File: config.mk
export PLATFORM = sky130hd
export DESIGN_NAME = tri_state_bus_arbiter
export DESIGN_NICKNAME = d
export VERILOG_FILES = /design/src/rtl/tri_state_bus_arbiter_pkg.sv /design/src/rtl/tri_state_bus_arbiter_rr_pick.sv /design/src/rtl/tri_state_bus_arbiter.sv
export SDC_FILE = /design/constraint.sdc
export NUM_CORES = 1
export LEC_CHECK = 0
export CORE_ASPECT_RATIO = 2
export CORE_UTILIZATION = 45
export CTS_CLUSTER_DIAMETER = 60
export CTS_CLUSTER_SIZE = 25
export DETAILED_ROUTE_END_ITERATION = 10
export SLEW_MARGIN = 30
export SYNTH_ARGS = -nofsm -noshare
export SYNTH_HDL_FRONTEND = slang
export SYNTH_SLANG_ARGS = --single-unit
File: constraint.sdc
create_clock -name clk -period 6 [get_ports clk]
set_input_delay 1.2 -clock clk [delete_from_list [all_inputs] [get_ports clk]]
set_output_delay 1.2 -clock clk [all_outputs]
set_load 0.005 [all_outputs]
File: src/rtl/tri_state_bus_arbiter_pkg.sv
// Shared definitions for the tri-state bus arbiter.
//   arb_state_t      : FSM state encodings (IDLE/GRANT/TURN)
//   DEF_TURN_CYCLES  : default bus-idle gap between owners
//   DEF_MAX_HOLD     : default grant-cycle limit for the timeout build
//   id_width()       : width of an owner index for N requesters
package tri_state_bus_arbiter_pkg;

  typedef enum logic [1:0] {
    IDLE  = 2'b00,
    GRANT = 2'b01,
    TURN  = 2'b10
  } arb_state_t;

  localparam int DEF_TURN_CYCLES = 1;
  localparam int DEF_MAX_HOLD    = 8;

  // Never narrower than one bit, so N_REQ=2 still gets a usable index.
  function automatic int id_width(input int n);
    return (n <= 2) ? 1 : $clog2(n);
  endfunction

endpackage

File: src/rtl/tri_state_bus_arbiter_rr_pick.sv
// Round-robin winner selection, purely combinational.
//   req     : request vector
//   ptr     : index of the previous owner (lowest priority)
//   winner  : first set request found searching upward from ptr+1, wrapping
//   any_req : at least one request is set
module tri_state_bus_arbiter_rr_pick
  import tri_state_bus_arbiter_pkg::*;
#(
  parameter int N_REQ = 4
) (
  input  logic [N_REQ-1:0]           req,
  input  logic [id_width(N_REQ)-1:0] ptr,
  output logic [id_width(N_REQ)-1:0] winner,
  output logic                       any_req
);

  localparam int IDW = id_width(N_REQ);

  logic [IDW-1:0] idx;

  // Walk offsets from farthest to nearest so the nearest set bit wins last.
  always_comb begin
    winner  = '0;
    any_req = 1'b0;
    idx     = '0;
    for (int i = N_REQ; i >= 1; i--) begin
      idx = IDW'((int'(ptr) + i) % N_REQ);
      if (req[idx]) begin
        winner  = idx;
        any_req = 1'b1;
      end
    end
  end

endmodule

File: src/rtl/tri_state_bus_arbiter.sv
// Tri-state bus arbiter: hands one shared bus to N_REQ tri-state drivers in
// round-robin order through active-low chip selects, with an all-released
// turnaround gap of TURN_CYCLES cycles between owners.
//   clk      : rising-edge clock
//   rst      : asynchronous active-high reset
//   req      : per-driver level request
//   nCS      : per-driver chip select, active low, registered, at most one low
//   grant_id : current owner index, meaningful while bus_busy is high
//   bus_busy : high while any nCS is low
// Optional build macro TRI_STATE_ARB_TIMEOUT_EN: limits each ownership to
// MAX_HOLD grant cycles, after which the bus is released even if req persists.
module tri_state_bus_arbiter
  import tri_state_bus_arbiter_pkg::*;
#(
  parameter int N_REQ       = 4,
  parameter int TURN_CYCLES = DEF_TURN_CYCLES,
  parameter int MAX_HOLD    = DEF_MAX_HOLD
) (
  input  logic                       clk,
  input  logic                       rst,
  input  logic [N_REQ-1:0]           req,
  output logic [N_REQ-1:0]           nCS,
  output logic [id_width(N_REQ)-1:0] grant_id,
  output logic                       bus_busy
);

  localparam int IDW = id_width(N_REQ);

  arb_state_t     state, state_n;
  logic [IDW-1:0] ptr, ptr_n, gid_n, winner;
  logic [N_REQ-1:0] ncs_n;
  logic           busy_n, any_req, do_arb, rel;
  logic [31:0]    turn_cnt, turn_n;
`ifdef TRI_STATE_ARB_TIMEOUT_EN
  logic [31:0]    hold_cnt, hold_n;
`endif

  tri_state_bus_arbiter_rr_pick #(.N_REQ(N_REQ)) u_pick (
    .req     (req),
    .ptr     (ptr),
    .winner  (winner),
    .any_req (any_req)
  );

  always_ff @(posedge clk or posedge rst) begin
    if (rst) begin
      state    <= IDLE;
      nCS      <= '1;
      grant_id <= '0;
      bus_busy <= 1'b0;
      ptr      <= IDW'(N_REQ - 1);
      turn_cnt <= '0;
`ifdef TRI_STATE_ARB_TIMEOUT_EN
      hold_cnt <= '0;
`endif
    end else begin
      state    <= state_n;
      nCS      <= ncs_n;
      grant_id <= gid_n;
      bus_busy <= busy_n;
      ptr      <= ptr_n;
      turn_cnt <= turn_n;
`ifdef TRI_STATE_ARB_TIMEOUT_EN
      hold_cnt <= hold_n;
`endif
    end
  end

  always_comb begin
    state_n = state;
    ncs_n   = nCS;
    gid_n   = grant_id;
    busy_n  = bus_busy;
    ptr_n   = ptr;
    turn_n  = turn_cnt;
    do_arb  = 1'b0;
    rel     = 1'b0;
`ifdef TRI_STATE_ARB_TIMEOUT_EN
    hold_n  = hold_cnt;
`endif

    case (state)
      IDLE: begin
        ncs_n  = '1;
        busy_n = 1'b0;
        do_arb = 1'b1;
      end
      GRANT: begin
        rel = !req[grant_id];
`ifdef TRI_STATE_ARB_TIMEOUT_EN
        hold_n = hold_cnt + 32'd1;
        if (hold_cnt == 32'(MAX_HOLD - 1)) rel = 1'b1;
`endif
        if (rel) begin
          state_n = TURN;
          ncs_n   = '1;
          busy_n  = 1'b0;
          turn_n  = '0;
        end
      end
      TURN: begin
        // Requests only matter at the final turnaround edge.
        if (turn_cnt == 32'(TURN_CYCLES - 1)) begin
          state_n = IDLE;
          do_arb  = 1'b1;
        end else begin
          turn_n = turn_cnt + 32'd1;
        end
      end
      default: begin
        state_n = IDLE;
        ncs_n   = '1;
        busy_n  = 1'b0;
      end
    endcase

    if (do_arb && any_req) begin
      state_n       = GRANT;
      ncs_n         = '1;
      ncs_n[winner] = 1'b0;
      gid_n         = winner;
      ptr_n         = winner;
      busy_n        = 1'b1;
`ifdef TRI_STATE_ARB_TIMEOUT_EN
      hold_n        = '0;
`endif
    end
  end

endmodule

=== Yosys cells after proc, flatten, opt, wreduce, memory -nomap -nowiden ===
Cells that the tools add are included.

* Register bits after elaboration: 43
* Input bits: 6
* Logic and storage cells: 70

* Add/subtract/negate cells: 5
* Order comparisons: 7
* Equal/unequal tests: 8
* Muxes and demuxes: 35
* Bitwise gates (word level): 1
* Reductions and logical operators: 8

{| class="wikitable"
|+ Operators by type and width
! cell !! count
|-
| $mux W32 || 2
|-
| $pmux W32 S2 || 1
|-
| $add A32 B1 Y32 const B || 1
|-
| $logic_not A32 Y1 || 1
|-
| $lt A2 B3 Y1 const B || 6
|-
| $mux W2 || 7
|-
| $mux W1 || 13
|-
| $bmux W1 S2 || 5
|-
| $mux W4 || 2
|-
| $ne A2 B2 Y1 const B || 4
|-
| $pmux W4 S2 || 1
|-
| $ne A3 B3 Y1 const B || 2
|-
| $pmux W2 S3 || 1
|-
| $reduce_and A3 Y1 || 2
|-
| $add A2 B1 Y2 const B || 2
|-
| $add A2 B2 Y2 const B || 2
|-
| $not A4 Y4 || 1
|-
| $pmux W1 S2 || 2
|-
| $demux W1 S2 || 1
|-
| $eq A2 B1 Y1 const B || 1
|-
| $eq A2 B2 Y1 const B || 1
|-
| $ge A2 B1 Y1 const B || 1
|-
| $logic_and A1 B1 Y1 || 2
|-
| $logic_not A2 Y1 || 1
|-
| 2 further kinds || 2
|}

=== Logic depth before layout (Yosys ltp) ===
* Depth in word-level cells: 13
* Mapped depth: 9

=== Modules after synthesis ===
A second synthesis with hierarchy kept.

* Cells, all modules: 269
* Area total of the unflattened synthesis: 2,503.7 µm²

{| class="wikitable"
|+ Modules (own cells, without submodules)
! module !! times used !! cells each !! area each (µm²)
|-
| tri_state_bus_arbiter || 1 || 255 || 2,412.3
|-
| tri_state_bus_arbiter_rr_pick || 1 || 14 || 91.3
|}

=== Worst setup path after synthesis ===
No wires, ideal clock.

* Path type: input port to flip-flop
* From: input req[3]
* To: register turn_cnt[31]
* Setup time: 77 ps
* Data arrival time: 2,881 ps
* Data required time: 5,923 ps
* Slack: 3,041 ps
* Cell stages on the path: 5
* Cells stage by stage: mux4_2 > a21o_1 > or3_4 > or4_1 > a21oi_1

* Longest elaborated chain between the ends: 4

{| class="wikitable"
|+ Ends and longest elaborated chain
! element !! RTL line !! RTL
|-
| start: declaration || tri_state_bus_arbiter.sv:21 || <nowiki>input logic [N_REQ-1:0] req,</nowiki>
|-
| $bmux W1 S2 || tri_state_bus_arbiter.sv:89 || <nowiki>rel = !req[grant_id];</nowiki>
|-
| $mux W1 (not written as such) || tri_state_bus_arbiter.sv:89 ||
|-
| $ne A2 B2 Y1 (no source line) || - ||
|-
| $reduce_and A3 Y1 (no source line) || - ||
|-
| end signal: assignment || tri_state_bus_arbiter.sv:62 || <nowiki>turn_cnt <= turn_n;</nowiki>
|-
| end: declaration || tri_state_bus_arbiter.sv:33 || <nowiki>logic [31:0] turn_cnt, turn_n;</nowiki>
|}

No other way between the ends. The select of a mux whose other input is x is not followed.
A chain may end at the register's enable or synchronous reset.

=== Worst setup path in the final report ===
* From: input req[3]
* To: register turn_cnt[27]

Same word-level chain as after synthesis.

==> results.yml <==
run_status:
  status: "completed"
yosys:
  yosysUniqueCellTypes: 40
  ys_seq_area_frac: 0.4541
  ys_ff_latch: 43
  avgSynthCellArea_um2: 9.142
  syn_inst: 261
  ys_dominant_reg_cell: "dfrtp_1"
  synth_async_sr_flop_share: 1.000
  yosys_warnings: 0
  netlist.top_cell.by_area: "dfrtp_1"
  synthesis.area_um2: 2386
  synth_edf_count: 0
  synth_area_leaders: "dfrtp_1 (39%), dfstp_2 (6.6%), xnor2_1 (6.2%)"
  synth_top_area_share: 0.3880
  syn_nets: 272
grt:
  grt_antenna_before_repair: 0
  grt_pass1_wl_um: 9239
  grt_usage: 0.2244
  overflow: 0
  grt_pass1_vias: 1957
  grt_max_degree: 44
sta:
  rsz0062_at_grt: "no"
  hold_violations: 0
  min_period_ps: 3730
  worst_pin_slew_ps: 932.4
  max_freq_ghz: 0.2681
  fin_crit_sh: 0.6217
  slew_violations: 0
  slew_headroom: 0.3731
  finClkSkew_ps: 8.719
  setup_tns_ps: 0
  setup_viol: 0
placement:
  hpwlAfterDp_um: 4047
  gp_congestion: 0.8994
  numPortBuffers: 12
  dp.cells: 325
cts:
  clockBufferDepth: 2
  clk_pin_slew_ps: 90
  cts_resized: 0
  clock_sinks: 43
  cts-root-buf: "clkbuf_8"
  cts_tree: "done"
  htreeDepth: 2
  cts_made_buffers: 5
  cts_hold_buf: 0
  insertion_delay_ps: 300
  postCtsSetupRepairBufs: 0
final_layout:
  fillers: 466
  nets: 285
  area_growth_syn_to_layout_pct: 12.27
  drive_gt1_frac: 0.07636
  antenna_cells: 0
  layout.cells.non_filler: 333
routing:
  drtPass1Iterations: 4
  drt_iter0_drc: 53
  drc: 0
  wirelength_um: 5427
  post_drt_wl_per_cell_um: 16.30
  viasPerCell: 5.940
  drtAntennaViolNets: 0
  vias: 1978
die:
  die_w_um: 53.49
  die-area_um2: 5615
  initial_core_util: 0.4643
  rows: 37
  core_area_um2: 5139
  die_height_um: 105.0
  io_pins: 13
power_and_ir_drop:
  vdd.ir_drop.worst_mv: 0.2542
  power.leakage_uw: 0.001084
  powerDensity_nw_per_um2: 377.1
worst_setup_path:
  worstSetupEndpointType: "register"
  critical_path_class: "in -> reg"
  cp.required_ps: 6200
  crit_path_start_kind: "primary input"
  worstPathArrival_ps: 3930
  cp_max_fo: 23
min_path:
  hold_path.class: "reg -> reg"
job:
  drv_cap: 0
-- kinds of logic (layout without fill, tap and decap cells) --
family	count (synthesis)	after routing	share of synthesized area
and+or+nand+nor	118	118	0.2664
AOI/OAI and AO/OA	46	46	0.1201
DFF	43	43	0.4541
buffers and inverters	26	40	0.04247
xor gates and xnor gates	21	21	0.07708
adders and majority gates	5	5	0.02622
muxes	2	2	0.01363
-- final cells by class --
cell class              instances  area [um^2]  share of cell area
multi-input cells             192         1204              0.4493
flip-flops and latches         43         1084              0.4045
repair buffers                 15        142.6             0.05325
well taps                      58        72.57             0.02709
clock buffers                   5        68.82             0.02569
inverters                      17        63.81             0.02382
clock inverters                 3        43.79             0.01635
-- per-layer routing --
layer,global-route usage,vias up,routed length [um]
met4,0.1053,0,137
li1,-,976,-
met1,0.2413,959,2102
met3,0.03202,11,102
met5,0,-,0
met2,0.4009,32,3085
-- placed cells by master, fill, tap and decap left out, types with 2 or more instances in the layout --
cell / synthesis / layout
o21ai_0: 13 / 13
dfrtp_1: 37 / 37
nor3_1: 9 / 9
xor2_1: 4 / 4
clkbuf_8: 0 / 5
or3_1: 8 / 8
dfstp_2: 6 / 6
o21a_1: 3 / 3
nand4_1: 9 / 9
clkdlybuf4s50_1: 0 / 12
nor4b_1: 4 / 4
nor2_1: 27 / 26
a31oi_1: 6 / 6
ha_1: 5 / 5
xnor2_1: 17 / 17
and3_1: 5 / 5
nor4_1: 16 / 16
o21bai_1: 2 / 2
or4_1: 3 / 3
nand3_1: 9 / 9
and2_1: 2 / 2
nand2_1: 18 / 18
a21oi_1: 11 / 11
o31ai_1: 3 / 3
and4_1: 5 / 5
inv_1: 17 / 16
buf_4: 0 / 3
-- sequential cells by signal, indices dropped and copies added (netlist names) --
register / count
state: 2
grant_id: 2
nCS: 4
turn_cnt: 32
bus_busy: 1
ptr: 2
-- final timing paths --
| check | from | end | slack [ps] | cells past startpoint |
|---|---|---|---|---|
| worst max-delay path | req[3] | turn_cnt[27] | 2270 | 7 |
| worst min-delay path | bus_busy | bus_busy | 540 | 2 |
| worst max register to register | grant_id[0] | turn_cnt[27] | 3260 | 6 |
| worst min register to register | bus_busy | bus_busy | 540 | 2 |
| max in group asynchronous | rst | ptr[1] | 4290 | 3 |
| min in group asynchronous | rst | turn_cnt[12] | 1320 | 3 |
-- synthesized netlist by cell type, drive strengths merged (6+ instances only) --
master and number:
a21oi 11, a31oi 6, dfrtp 37, dfstp 6, inv 17, nand2 18
nand3 9, nand4 9, nor2 27, nor3 9, nor4 16, o21ai 13
or3 9, xnor2 17
-- power breakdown --
group / switching (uW) / internal [uW]
combinational: 265 / 140
sequential: 33.6 / 343
clock: 105 / 124
total: 404 / 607
-- per-stage QoR --
stage	setup WS (ps)	cell area [um^2]	hold WS, ps	util	power [uW]
global placement	1979	2566	520.0	0.4994	792.1
finish	2270	2679	541.2	0.5213	1010
detailed placement	1932	2566	534.3	0.4994	794.8
CTS	2250	2679	551.6	0.5213	1030
global route	2073	2679	567.4	0.5213	1083
floorplan	3041	2386	509.0	-	646.5
-- worst max-delay path: stages --
cell	delay (ps)
clkdlybuf4s50_1	490
mux4_2	540
a21o_1	440
nor2_2	660
buf_4	310
nor2_1	50
a41o_1	230
(Power assumes the default switching activity.)
